===== src/rtl/pkt_check_sat_counter.sv =====
// pkt_check_sat_counter: W-bit up-counter that sticks at all-ones.
//   m00_axis_aclk    - clock
//   m00_axis_aresetn - async active-low reset
//   clr              - synchronous clear, wins over inc
//   inc              - count one event
//   count            - current value
module pkt_check_sat_counter #(
  parameter int W = 32
) (
  input  logic         m00_axis_aclk,
  input  logic         m00_axis_aresetn,
  input  logic         clr,
  input  logic         inc,
  output logic [W-1:0] count
);

  always_ff @(posedge m00_axis_aclk or negedge m00_axis_aresetn) begin
    if (!m00_axis_aresetn) begin
      count <= '0;
    end else if (clr) begin
      count <= '0;
    end else if (inc && (count != '1)) begin
      count <= count + 1'b1;
    end
  end

endmodule


===== config.mk =====
export PLATFORM = sky130hd
export DESIGN_NAME = pkt_check_sat_counter
export DESIGN_NICKNAME = d
export VERILOG_FILES = /design/src/rtl/pkt_check_sat_counter.sv
export SDC_FILE = /design/constraint.sdc
export NUM_CORES = 1
export LEC_CHECK = 0
export ABC_AREA = 1
export CAP_MARGIN = 40
export CORE_MARGIN = 5
export CORE_UTILIZATION = 54
export DETAILED_ROUTE_END_ITERATION = 6
export GPL_TIMING_DRIVEN = 0
export HOLD_SLACK_MARGIN = 0.06
export PLACE_DENSITY = 0.8
export SLEW_MARGIN = 20
export SYNTH_ARGS = -nofsm -noshare
export SYNTH_HDL_FRONTEND = slang
export SYNTH_SLANG_ARGS = --single-unit
export TNS_END_PERCENT = 100

===== constraint.sdc =====
create_clock -name m00_axis_aclk -period 2.3 [get_ports m00_axis_aclk]
set_input_delay 0.345 -clock m00_axis_aclk [delete_from_list [all_inputs] [get_ports m00_axis_aclk]]
set_output_delay 0.345 -clock m00_axis_aclk [all_outputs]
set_load 0.02 [all_outputs]

==> impl_metrics.sql <==
INSERT INTO impl_metrics (metric_group, metric, value, unit) VALUES
('critical_path', 'path_cells', 'ha_1 -> nand2_2 -> nor2_4 -> nand2_4 -> nor2_8 -> a21oi_1 -> buf_2 -> nand4_1 -> nand2_1', ''),
('finish', 'largest_register_ff_count', '32', ''),
('grt', 'pin_count_of_the_biggest_net_entering_global_routing', '33', ''),
('power_and_ir_drop', 'power-per-cell-area', '405', 'nW/µm²'),
('die', 'design.die.area', '5540', 'µm²'),
('critical_path', 'cp_data_arrival_time', '2.27', 'ns'),
('critical_path', 'cp_data_required_time', '2.53', 'ns'),
('grt', 'via_count_of_the_first_global_routing_pass', '2234', ''),
('power_and_ir_drop', 'power.share.sequential', '0.508', ''),
('yosys', 'ys_warn_count', '0', ''),
('clock_network', 'cts_hold_buf', '0', ''),
('die', 'floorplan.die.height', '74.5', 'µm'),
('die', 'coreArea', '4000', 'µm²'),
('power_and_ir_drop', 'clock_network_fraction_of_total_power', '0.414', ''),
('power_and_ir_drop', 'combPwrFrac', '0.078', ''),
('grt', 'grt_util_met1', '0.336', ''),
('critical_path', 'critPathSlowestCell', 'a21oi_1', ''),
('grt', 'grt_util_met3', '0.0446', ''),
('yosys', 'yosys-top-cells-area', 'dfrtp_1 (36%), nand2_1 (23%), nor2_1 (8.7%)', ''),
('finish', 'antenna_cells_inserted', '0', ''),
('clock_network', 'post_cts.resized_instances', '0', ''),
('grt', 'grt_remaining_overflow', '0', ''),
('sta', 'report.final.setup_viol', '0', ''),
('yosys', 'synth_sequential_area_ratio', '0.357', ''),
('placed_design', 'weighted_congestion_reported_at_the_end_of_routability_driven_placement', '0.910', ''),
('die', 'fp-row-count', '23', ''),
('job', 'drv_cap', '0', ''),
('yosys', 'netlist-cell-type-count', '26', ''),
('die', 'initial_core_util', '0.561', ''),
('sta', 'worst_hold_slack', '0.387', 'ns'),
('grt', 'grt-busiest-layer', 'met2', ''),
('placed_design', 'dp_hpwl', '4.60', 'mm'),
('power_and_ir_drop', 'switchingPower', '0.282', 'mW'),
('grt', 'global_route.usage.met2', '0.406', ''),
('detailed_routing', 'pre_antenna_drt_iters', '5', ''),
('finish', 'layout-drive-gt1-share', '0.0769', ''),
('clock_network', 'worst_skew_pair.late_latency', '0.29', 'ns'),
('critical_path', 'critPathMaxStageDelay', '0.43', 'ns'),
('detailed_routing', 'drt_wl_total', '6.20', 'mm'),
('die', 'ioPinCount', '36', ''),
('clock_network', 'tritoncts.num_buffers', '5', ''),
('critical_path', 'critical_path.startpoint_type', 'flip-flop', ''),
('sta', 'setup_repair_after_global_routing_missed_its_margin', 'false', ''),
('sta', 'worst_skew', '0.00704', 'ns'),
('detailed_routing', 'drt_iter0_markers', '144', ''),
('sta', 'max_slew.worst_pin.slew', '0.613', 'ns'),
('yosys', 'syn_area_per_cell', '6.50', 'µm²'),
('detailed_routing', 'routed_wire_length_per_instance', '14.1', 'µm'),
('yosys', 'mappedNetlistNets', '350', ''),
('placed_design', 'io_buffer_count', '35', ''),
('die', 'die_x', '74.5', 'µm'),
('worst_hold_path', 'min-delay-path-class', 'input port to async pin', ''),
('clock_network', 'cts.reportedPaths.clkPinSlew', '0.07', 'ns'),
('clock_network', 'cts_sinks', '32', ''),
('grt', 'grt_antenna_before_repair', '0', ''),
('sta', 'fmax', '0.491', 'GHz'),
('detailed_routing', 'avgViaCountPerCell', '5.38', ''),
('finish', 'postLayoutCoreUtil', '0.693', ''),
('power_and_ir_drop', 'switching_share', '0.252', ''),
('power_and_ir_drop', 'ir_drop', '0.000297', 'V'),
('sta', 'final_worst_path_period_need', '2.04', 'ns'),
('sta', 'period_utilization_post_route', '0.885', ''),
('clock_network', 'post_cts.repair.setup_buffers', '0', ''),
('grt', 'grt_first_pass_wirelength', '10.6', 'mm'),
('clock_network', 'cts_htree_levels', '2', ''),
('critical_path', 'worst_setup_path_end_kind', 'flip-flop', ''),
('finish', 'areaGrowthSynthToFinish', '23.5', '%'),
('sta', 'drv_slew', '0', ''),
('finish', 'top_regs', 'count: 32 flops', ''),
('critical_path', 'worstPathMaxFanout', '10', ''),
('outcome', 'status', 'finished clean', '');
-- cell families after synthesis --
group                      Yosys count  synth area share
and+or+nand+nor                    245             0.480
buffers and inverters               39            0.0792
DFF                                 32             0.357
AOI/OAI and AO/OA                   19            0.0435
xor gates and xnor gates             9            0.0351
adders and majority gates            1           0.00558
-- layer usage --
| layer | up-vias | part of all wire | wire length [µm] |
|---|---|---|---|
| li1 | 1169 | - | - |
| met5 | - | 0 | 0 |
| met3 | 9 | 0.069 | 427 |
| met2 | 89 | 0.49 | 3050 |
| met1 | 1101 | 0.42 | 2630 |
| met4 | 0 | 0.016 | 98 |
-- per-stage QoR --
stage	worst slack (ns)	std cells	total power, mW	cell area (µm²)
2_1_floorplan	0.519	345	0.623	2240
3_3_place_gp	0.275	430	0.662	2660
3_5_place_dp	0.313	430	0.661	2650
4_1_cts	0.293	438	1.12	2740
5_1_grt	0.146	440	1.15	2770
6_report	0.263	440	1.12	2770
-- power by group through the flow --
stage | Clock (mW) | Sequential [mW] | Combinational [mW]
global route | 0.487 | 0.570 | 0.0939
global placement | 0 | 0.580 | 0.0818
floorplan | 0 | 0.583 | 0.0399
finish | 0.465 | 0.570 | 0.0871
detailed placement | 0 | 0.580 | 0.0811
CTS | 0.467 | 0.570 | 0.0815
-- cell type report --
| cell class | instances | area (µm²) |
|---|---|---|
| clock buffer | 8 | 90.1 |
| fill | 372 | 1230 |
| inverter | 31 | 116 |
| sequential | 32 | 801 |
| timing repair buffer | 37 | 375 |
| tap | 50 | 62.6 |
| multi-input combinational | 274 | 1260 |
| buffer | 8 | 61.3 |
-- cells in the final DEF (no fill, tap or decap), drive strengths merged --
| cell | instances |
|---|---|
| nand2 | 142 |
| nor2 | 59 |
| nand3 | 34 |
| clkdlybuf4s50 | 34 |
| dfrtp | 32 |
| inv | 31 |
| o21ai | 14 |
| clkbuf | 10 |
| nand4 | 8 |
| buf | 8 |
| xor2 | 5 |
| a21oi | 4 |
| xnor2 | 4 |
| nand3b | 1 |
| or2 | 1 |
| a22oi | 1 |
| ha | 1 |
| dlygate4sd3 | 1 |
-- cells in the mapped netlist --
cell,number
nor2_4,2
buf_6,4
o21ai_1,10
nor2_1,52
nand4_1,8
xnor2_1,4
nand3_1,34
nand2_4,3
ha_1,1
or2_2,1
nand2_8,1
buf_1,1
nor2_8,1
o21ai_0,4
xor2_1,5
buf_2,1
dfrtp_1,32
nand2_2,3
a22oi_1,1
inv_1,29
inv_2,2
clkbuf_1,2
nor2_2,4
nand2_1,135
nand3b_1,1
a21oi_1,4
-- critical path, delay by kind of cell (launching register included) --
family | cells | cell delay [ns]
buf+inv | 1 | 0.32
compound gates | 1 | 0.43
simple gates | 6 | 0.55
flops | 1 | 0.42
fa+ha+maj | 1 | 0.25
-- final timing paths --
| check | start | endpoint | slack (ns) | cells past startpoint |
|---|---|---|---|---|
| max in group asynchronous | m00_axis_aresetn | count[22] | 1.54 | 3 |
| min in group m00_axis_aclk | count[1] | count[1] | 0.56 | 2 |
| worst max register to register | count[0] | count[25] | 0.26 | 9 |
| worst min register to register | count[1] | count[1] | 0.56 | 2 |
| worst min-delay path | m00_axis_aresetn | count[11] | 0.39 | 2 |
| worst max-delay path | count[0] | count[25] | 0.26 | 9 |
(Power assumes the default switching activity.)
